[src/rtl/conv_patch_engine.sv]
// Single-patch KxK convolution engine: fetches one patch from an external image RAM,
// multiply-accumulates it against a locally held signed kernel and emits a ReLU result.
`timescale 1ns/1ps
module conv_patch_engine #(
    parameter int unsigned IMG_W  = 28,
    parameter int unsigned IMG_H  = 28,
    parameter int unsigned K      = 3,
    parameter int unsigned DATA_W = 8,
    parameter int unsigned ACC_W  = 2 * DATA_W + 1 + $clog2(K * K)
) (
    input  logic                             clk,
    input  logic                             reset,
    input  logic                             patch_start,
    input  logic [$clog2(IMG_H-K+1)-1:0]     conv_row,
    input  logic [$clog2(IMG_W-K+1)-1:0]     conv_col,
    output logic                             img_rd_en,
    output logic [$clog2(IMG_W*IMG_H)-1:0]   img_addr,
    input  logic [DATA_W-1:0]                img_rdata,
    input  logic                             w_wr_en,
    input  logic [$clog2(K*K)-1:0]           w_wr_idx,
    input  logic [DATA_W-1:0]                w_wr_data,
    output logic                             patch_valid,
    output logic [ACC_W-1:0]                 feat_out,
    output logic [$clog2(IMG_H-K+1)-1:0]     feat_row,
    output logic [$clog2(IMG_W-K+1)-1:0]     feat_col,
    output logic                             busy
);

    localparam int unsigned ROW_W  = $clog2(IMG_H - K + 1);
    localparam int unsigned COL_W  = $clog2(IMG_W - K + 1);
    localparam int unsigned ADDR_W = $clog2(IMG_W * IMG_H);
    localparam int unsigned IDX_W  = $clog2(K * K);
    localparam int unsigned PROD_W = 2 * DATA_W + 1;
    localparam int unsigned NTAPS  = K * K;

    localparam logic [IDX_W-1:0]  LastTap = IDX_W'(NTAPS - 1);
    localparam logic [IDX_W-1:0]  LastCol = IDX_W'(K - 1);
    localparam logic [ADDR_W-1:0] RowStep = ADDR_W'(IMG_W - K + 1);

    typedef enum logic [2:0] {StIdle, StLatch, StFetch, StDrain, StOut} state_e;

    state_e              state_q, state_d;
    logic [DATA_W-1:0]   w_q [NTAPS];
    logic [ACC_W-1:0]    acc_q, acc_d;
    logic [ADDR_W-1:0]   addr_q, base_addr;
    logic [IDX_W-1:0]    tap_q, col_q, rd_idx_q;
    logic                rd_vld_q;
    logic [ACC_W-1:0]    feat_out_q;
    logic [ROW_W-1:0]    feat_row_q;
    logic [COL_W-1:0]    feat_col_q;

    logic [DATA_W-1:0]        w_cur;
    logic signed [PROD_W-1:0] pix_ext, wgt_ext, prod;

    always_comb begin
        state_d = state_q;
        unique case (state_q)
            StIdle:  if (patch_start) state_d = StLatch;
            StLatch: state_d = StFetch;
            StFetch: if (tap_q == LastTap) state_d = StDrain;
            StDrain: state_d = StOut;
            StOut:   state_d = patch_start ? StLatch : StIdle;
            default: state_d = StIdle;
        endcase
    end

    // Read data lags the strobe by one cycle, so the tap index travels with rd_vld_q.
    always_comb begin
        w_cur   = w_q[rd_idx_q];
        pix_ext = signed'({{(PROD_W - DATA_W){1'b0}}, img_rdata});
        wgt_ext = signed'({{(PROD_W - DATA_W){w_cur[DATA_W-1]}}, w_cur});
        prod    = pix_ext * wgt_ext;
        acc_d   = acc_q;
        if (rd_vld_q) begin
            acc_d = acc_q + {{(ACC_W - PROD_W){prod[PROD_W-1]}}, prod};
        end
    end

    always_comb begin
        base_addr = ADDR_W'(conv_row) * ADDR_W'(IMG_W) + ADDR_W'(conv_col);
    end

    always_ff @(posedge clk) begin
        if (!reset) begin
            state_q    <= StIdle;
            for (int t = 0; t < NTAPS; t++) w_q[t] <= '0;
            acc_q      <= '0;
            addr_q     <= '0;
            tap_q      <= '0;
            col_q      <= '0;
            rd_idx_q   <= '0;
            rd_vld_q   <= 1'b0;
            feat_out_q <= '0;
            feat_row_q <= '0;
            feat_col_q <= '0;
        end else begin
            state_q  <= state_d;
            rd_vld_q <= (state_q == StFetch);
            rd_idx_q <= tap_q;
            if (state_q == StIdle && w_wr_en && 32'(w_wr_idx) < NTAPS) begin
                w_q[w_wr_idx] <= w_wr_data;
            end
            case (state_q)
                StLatch: begin
                    feat_row_q <= conv_row;
                    feat_col_q <= conv_col;
                    acc_q      <= '0;
                    addr_q     <= base_addr;
                    tap_q      <= '0;
                    col_q      <= '0;
                end
                StFetch: begin
                    acc_q <= acc_d;
                    // Hold the final address so img_addr keeps it after FETCH.
                    if (tap_q != LastTap) begin
                        tap_q <= tap_q + 1'b1;
                        if (col_q == LastCol) begin
                            col_q  <= '0;
                            addr_q <= addr_q + RowStep;
                        end else begin
                            col_q  <= col_q + 1'b1;
                            addr_q <= addr_q + 1'b1;
                        end
                    end
                end
                StDrain: begin
                    acc_q      <= acc_d;
                    feat_out_q <= acc_d[ACC_W-1] ? '0 : acc_d;
                end
                default: ;
            endcase
        end
    end

    assign img_rd_en   = (state_q == StFetch);
    assign patch_valid = (state_q == StOut);
    assign busy        = (state_q != StIdle);
    assign img_addr    = addr_q;
    assign feat_out    = feat_out_q;
    assign feat_row    = feat_row_q;
    assign feat_col    = feat_col_q;

endmodule

[config.mk]
export PLATFORM = sky130hd
export DESIGN_NAME = conv_patch_engine
export DESIGN_NICKNAME = d
export VERILOG_FILES = /design/src/rtl/conv_patch_engine.sv
export SDC_FILE = /design/constraint.sdc
export NUM_CORES = 1
export LEC_CHECK = 0
export ABC_CLOCK_PERIOD_IN_PS = 24200
export CORE_ASPECT_RATIO = 1.1
export CORE_MARGIN = 1.5
export CORE_UTILIZATION = 48
export DETAILED_ROUTE_END_ITERATION = 8
export PLACE_DENSITY = 0.67
export REMOVE_ABC_BUFFERS = 1
export SYNTH_ARGS = -nofsm -noshare
export SYNTH_HDL_FRONTEND = slang
export SYNTH_SLANG_ARGS = --single-unit
[constraint.sdc]
create_clock -name clk -period 24.2 [get_ports clk]
set_clock_uncertainty 0.15 [all_clocks]
set_input_delay 4.84 -clock clk [delete_from_list [all_inputs] [get_ports clk]]
set_output_delay 4.84 -clock clk [all_outputs]
set_load 0.03 [all_outputs]
======== Word-level counts from Yosys, hierarchy flattened ========
Memories as Yosys holds them, arrays and structs flattened. A register that Yosys moved wholly into a read port is not among the register bits.
Cells that the tools add are included.
word-level totals
  flip-flop bits (word level) ............. 74
  latch bits .............................. 0
  bits in writable memories ............... 72
  memory bits (read-only) ................. 0
  output and inout bits ................... 44
  logic and storage cells ................. 62
  memories ................................ 1
memories
  name  words  bits a word  read ports  clocked after memory_dff  write ports  line  RTL
  w_q   9      8            1           1                         9            43    logic [DATA_W-1:0] w_q [NTAPS];
operators by class
  $add $sub $neg .......................... 6
  $mul .................................... 2
  divide/modulo/power cells ............... 0
  $lt $le $gt $ge ......................... 1
  eq/ne operators ......................... 10
  shift-type cells ........................ 0
  mux-type cells .......................... 23
  bitwise gates (word level) .............. 0
  reductions and logical operators ........ 10
operator list
  operator                                          number
  case mux 21 bit (2 select lines)                  1
  adder 21 bit                                      1
  two-way mux 21 bit                                1
  two-way mux 10 bit                                2
  two-way mux 20 bit                                1
  two-way mux 4 bit                                 5
  case mux 10 bit (2 select lines)                  1
  multiplier 9 x 8 -> 17 bit                        1
  case mux 4 bit (2 select lines)                   2
  case mux 3 bit (5 select lines)                   1
  adder 10 x 1 -> 10 bit, second input constant     1
  adder 10 x 5 -> 10 bit                            1
  adder 10 x 5 -> 10 bit, second input constant     1
  adder 4 x 1 -> 4 bit, second input constant       2
  multiplier 5 x 3 -> 8 bit, second input constant  1
  two-way mux 8 bit                                 1
  OR reduction 8 bit                                1
  == test 3 x 2 -> 1 bit, second input constant     2
  two-way mux 1 bit                                 6
  two-way mux 3 bit                                 2
  == test 4 x 2 -> 1 bit, second input constant     1
  == test 4 bit, second input constant              1
  < comparator 4 bit, second input constant         1
  != test 2 x 1 -> 1 bit, second input constant     2
  other kinds (10)                                  13

======== Longest topological paths before layout ========
  depth after elaboration ................. 8
  mapped depth ............................ 32

======== Worst setup path after synthesis ========
No wires, ideal clock.
  path type ............................... input to register
  start point ............................. input img_rdata[0]
  end point ............................... register feat_out_q[14], in the netlist feat_out[14]
  setup time .............................. 0.101 ns
  arrival time ............................ 10.800 ns
  required time ........................... 23.949 ns
  path slack .............................. 13.149 ns
  stages on the path ...................... 24
  cell sequence ........................... or2_2 > fa_1 > fa_1 > inv_1 > fa_1 > inv_1 > fa_1 > inv_1 > ha_1 > o21ai_0 > o21a_1 > or3_1 > and3_1 > nor3_1 > ha_1 > a21oi_1 > nor2b_1 > o21ai_0 > o21ai_0 > a211oi_1 > mux2i_1 > xor2_1 > buf_4 > o41ai_1
on the way
  cells in the longest elaborated chain, start to end .. 4
RTL lines
  element                     line  RTL
  start, declared             18    input logic [DATA_W-1:0] img_rdata,
  multiplier 9 x 8 -> 17 bit  72    prod = pix_ext * wgt_ext;
  adder 21 bit                75    acc_d = acc_q + {{(ACC_W - PROD_W){prod[PROD_W-1]}}, prod};
  two-way mux 21 bit          74    if (rd_vld_q) begin
  two-way mux 20 bit          128   feat_out_q <= acc_d[ACC_W-1] ? '0 : acc_d;
  end signal, assigned        128
  end, declared               48    logic [ACC_W-1:0] feat_out_q;
Every way passes these cells.
A chain may end at the register's enable or synchronous reset.

======== Worst setup path in the final report ========
Ends and elaborated chain as after synthesis.

==> metrics.txt <==
Setup WS pre-CTS around 12000 ps; Initial Utilization 49.0%; switching part of the total power between 30 and 40%; Yosys warning total 0; Worst VDD drop 0.0451 mV; TritonCTS clock tree built; Clock Power Share 31.0%; routability cong. about 0.85; post-CTS sizing 0; Netlist cell types 60; Nets between 1000 and 1500; layout cells sized above 1 7.85%; critical path arrival 11900 ps; fmax roughly 0.086 GHz; Finished Layout Cells between 1500 and 2000; setup tns final 0 ps; Slew Limit Fails 0; Synth Flop Type edfxtp_1; final hold violations 0; relative max-transition margin between 30% and 40%; postcts setup bufs 0; Final Cell Area around 15000 sq um; post-layout util a little under three fifths; sequential power share a little under two fifths; CP startpoint kind input pin; Least-Margin Pin Slew roughly 1000 ps; routed length per instance 16.3 um; Crit Path Max Fanout 20; largest net degree at the start of global routing 67; hold_buf cts 0; drt total wl ~26000 um; number of CTS-inserted buffers 24; CTS H-tree depth 1; min-delay worst type reg2reg; Die H 172 um; CTS clock-pin slew for the worst setup and hold paths approximately 60 ps; post-synthesis async set-or-reset flop share 0%; Pint approximately 0.74 mW; Root Driver clkbuf_16; Mapped Cells ~1100; IO Port Bufs between 70 and 80; Pwr Density between 70 and 80 nW/um^2; Post-synth EDFFs roughly 130; n_diodes 0; die area between 20000 and 30000 sq um; synthesis-stage register bit count between 200 and 250; crit path time final 11650 ps; area grow syn2layout 16.7%; Final Cycle Share a little under 50%; core footprint ~25000 sq um; antenna viol nets, final 0; min setup slack post-route roughly 13000 ps; endpoint type of the worst setup path flop; CP Class in2reg; drt via density about 5.3; clk buf depth 3; Req. time, crit path between 20000 and 25000 ps; initial antenna violation count 0; cell leakage power a little under 6 nW; die width 157 um; Comb power frac about a third; outcome finished, final reports clean; Final Setup Violations 0; FP Rows between 60 and 70; Cell Area, Placed around 14000 sq um; drt pass-1 iters 5; clock latency on the worst-skew pair roughly 500 ps; placed insts 1578; All-Layer GR Usage between 20 and 25%; Final Power 1.10 mW; via count 8554; Post-DP HPWL 18900 um; Net Switching roughly 0.36 mW; first-pass GRT wire length 43700 um; Seq/Total Area, Yosys a little over two fifths; Top-Level Pins 78; Mapped Avg Cell Area between 10 and 15 sq um; RSZ-0062 raised after global routing false; number of global-route vias before repair around 8700; initial drt markers 513; clock sinks 205; total gr overflow 0; cell area after synthesis 12500 sq um; max-cap violation count 0; Min Hold Slack roughly 300 ps; drc violations 0
==> power by group through the flow <==
stage	registers, mW	clock network (mW)	logic [mW]
5_1_grt	0.410	0.362	0.401
4_1_cts	0.408	0.349	0.358
3_3_place_gp	0.414	0	0.353
3_5_place_dp	0.415	0	0.356
2_1_floorplan	0.428	0	0.243
6_report	0.407	0.342	0.354
==> kinds of logic (layout without fill, tap and decap cells) <==
group	after synthesis	in the layout	share of synthesized area [%]
other	1	57	0.0301
AO/OA/AOI/OAI	195	195	10.3
XOR/XNOR	40	40	2.81
flip-flops	205	205	43.3
multiplexers	58	58	8.59
adder cells (fa/ha/maj)	124	124	15.1
buffers and inverters	126	215	3.91
AND/OR/NAND/NOR	380	380	15.9
==> state kept, by name, indices dropped and copies added, names as in the netlist, named ones only <==
signal    count
acc_q        21
col_q         4
feat_col      5
feat_out     20
feat_row      5
img_addr     10
rd_vld_q      1
state_q       3
tap_q         4
w_q         128
==> synthesized netlist by cell type, types with 3 or more instances <==
cell type / instances / area share, %
o21a_1: 8 / 0.48
and2_1: 140 / 7.0
mux4_2: 39 / 7.1
buf_4: 3 / 0.18
nor2_1: 51 / 1.5
a22oi_1: 8 / 0.48
or3_1: 4 / 0.20
nor3_1: 17 / 0.68
nand3_1: 11 / 0.44
or2_2: 5 / 0.25
clkbuf_1: 33 / 0.99
a31oi_1: 4 / 0.20
nand2b_1: 10 / 0.50
xnor2_1: 24 / 1.7
nand2_1: 100 / 3.0
dfxtp_1: 77 / 12
nor2b_1: 17 / 0.85
o21ai_0: 46 / 1.8
nand4_1: 7 / 0.35
o21bai_1: 4 / 0.24
and3_1: 3 / 0.15
inv_1: 84 / 2.5
xor2_1: 16 / 1.1
a21boi_0: 18 / 1.1
a21oi_1: 33 / 1.3
a21o_1: 16 / 0.96
buf_1: 3 / 0.090
o211ai_1: 4 / 0.24
o31ai_1: 24 / 1.4
mux2i_1: 18 / 1.4
ha_1: 80 / 8.0
nor3b_1: 5 / 0.30
o41ai_1: 3 / 0.21
a211oi_1: 9 / 0.54
edfxtp_1: 128 / 31
fa_1: 44 / 7.1
==> critical path: stages <==
cell,delay [ps]
clkdlybuf4s50_1,500
or2_2,350
fa_1,510
fa_1,540
inv_1,60
fa_1,540
inv_1,60
fa_1,530
inv_1,50
ha_1,320
o21ai_0,130
o21a_1,210
or3_1,410
and3_1,180
nor3_1,410
ha_1,380
a21oi_1,270
nor2b_1,80
o21ai_0,130
o21ai_0,100
a211oi_1,310
mux2i_1,340
xor2_1,110
buf_4,220
o41ai_1,320
==> worst paths after layout <==
kind | start | end | depth (start not counted) | slack [ps]
worst min-delay path | feat_out[15] | feat_out[15] | 2 | 300
worst max register to register | flop | feat_out[14] | 28 | 15150
worst max-delay path | img_rdata[0] | feat_out[14] | 25 | 12550
worst min register to register | feat_out[15] | feat_out[15] | 2 | 300
==> metal layers <==
metal | GRT usage (%) | part of all wire (%) | vias to the layer above
met2 | 37.5 | 52 | 160
met4 | 6.13 | 2.5 | 0
met5 | 0 | 0 | -
li1 | - | - | 4198
met1 | 25.6 | 42 | 4154
met3 | 2.81 | 4.2 | 42
==> area by class of cell <==
class	instances	area (sq um)
clock buffer	31	659
clock inverter	11	95.1
fill	2184	10900
inverter	85	319
multi-input combinational	854	6790
sequential	205	5390
tap	346	433
timing repair buffer	88	846
==> cells in the final DEF (no fill, tap or decap), types with 7 or more instances in the layout <==
cell type,synthesis,routed
a21o_1,16,16
nor3_1,17,17
dfxtp_1,77,76
o31ai_1,24,24
xor2_1,16,16
nand3_1,11,11
edfxtp_1,128,128
conb_1,1,57
xnor2_1,24,24
a22oi_1,8,8
buf_4,3,12
a211oi_1,9,9
inv_1,84,84
nand2b_1,10,10
nor2b_1,17,17
clkbuf_16,0,25
nand4_1,7,7
and2_1,140,140
mux2i_1,18,18
ha_1,80,80
a21oi_1,33,33
mux4_2,39,39
nand2_1,100,100
a21boi_0,18,17
clkdlybuf4s50_1,0,75
fa_1,44,44
nor2_1,51,51
o21a_1,8,8
o21ai_0,46,43
Note: power is estimated with default switching activity, not from simulation.
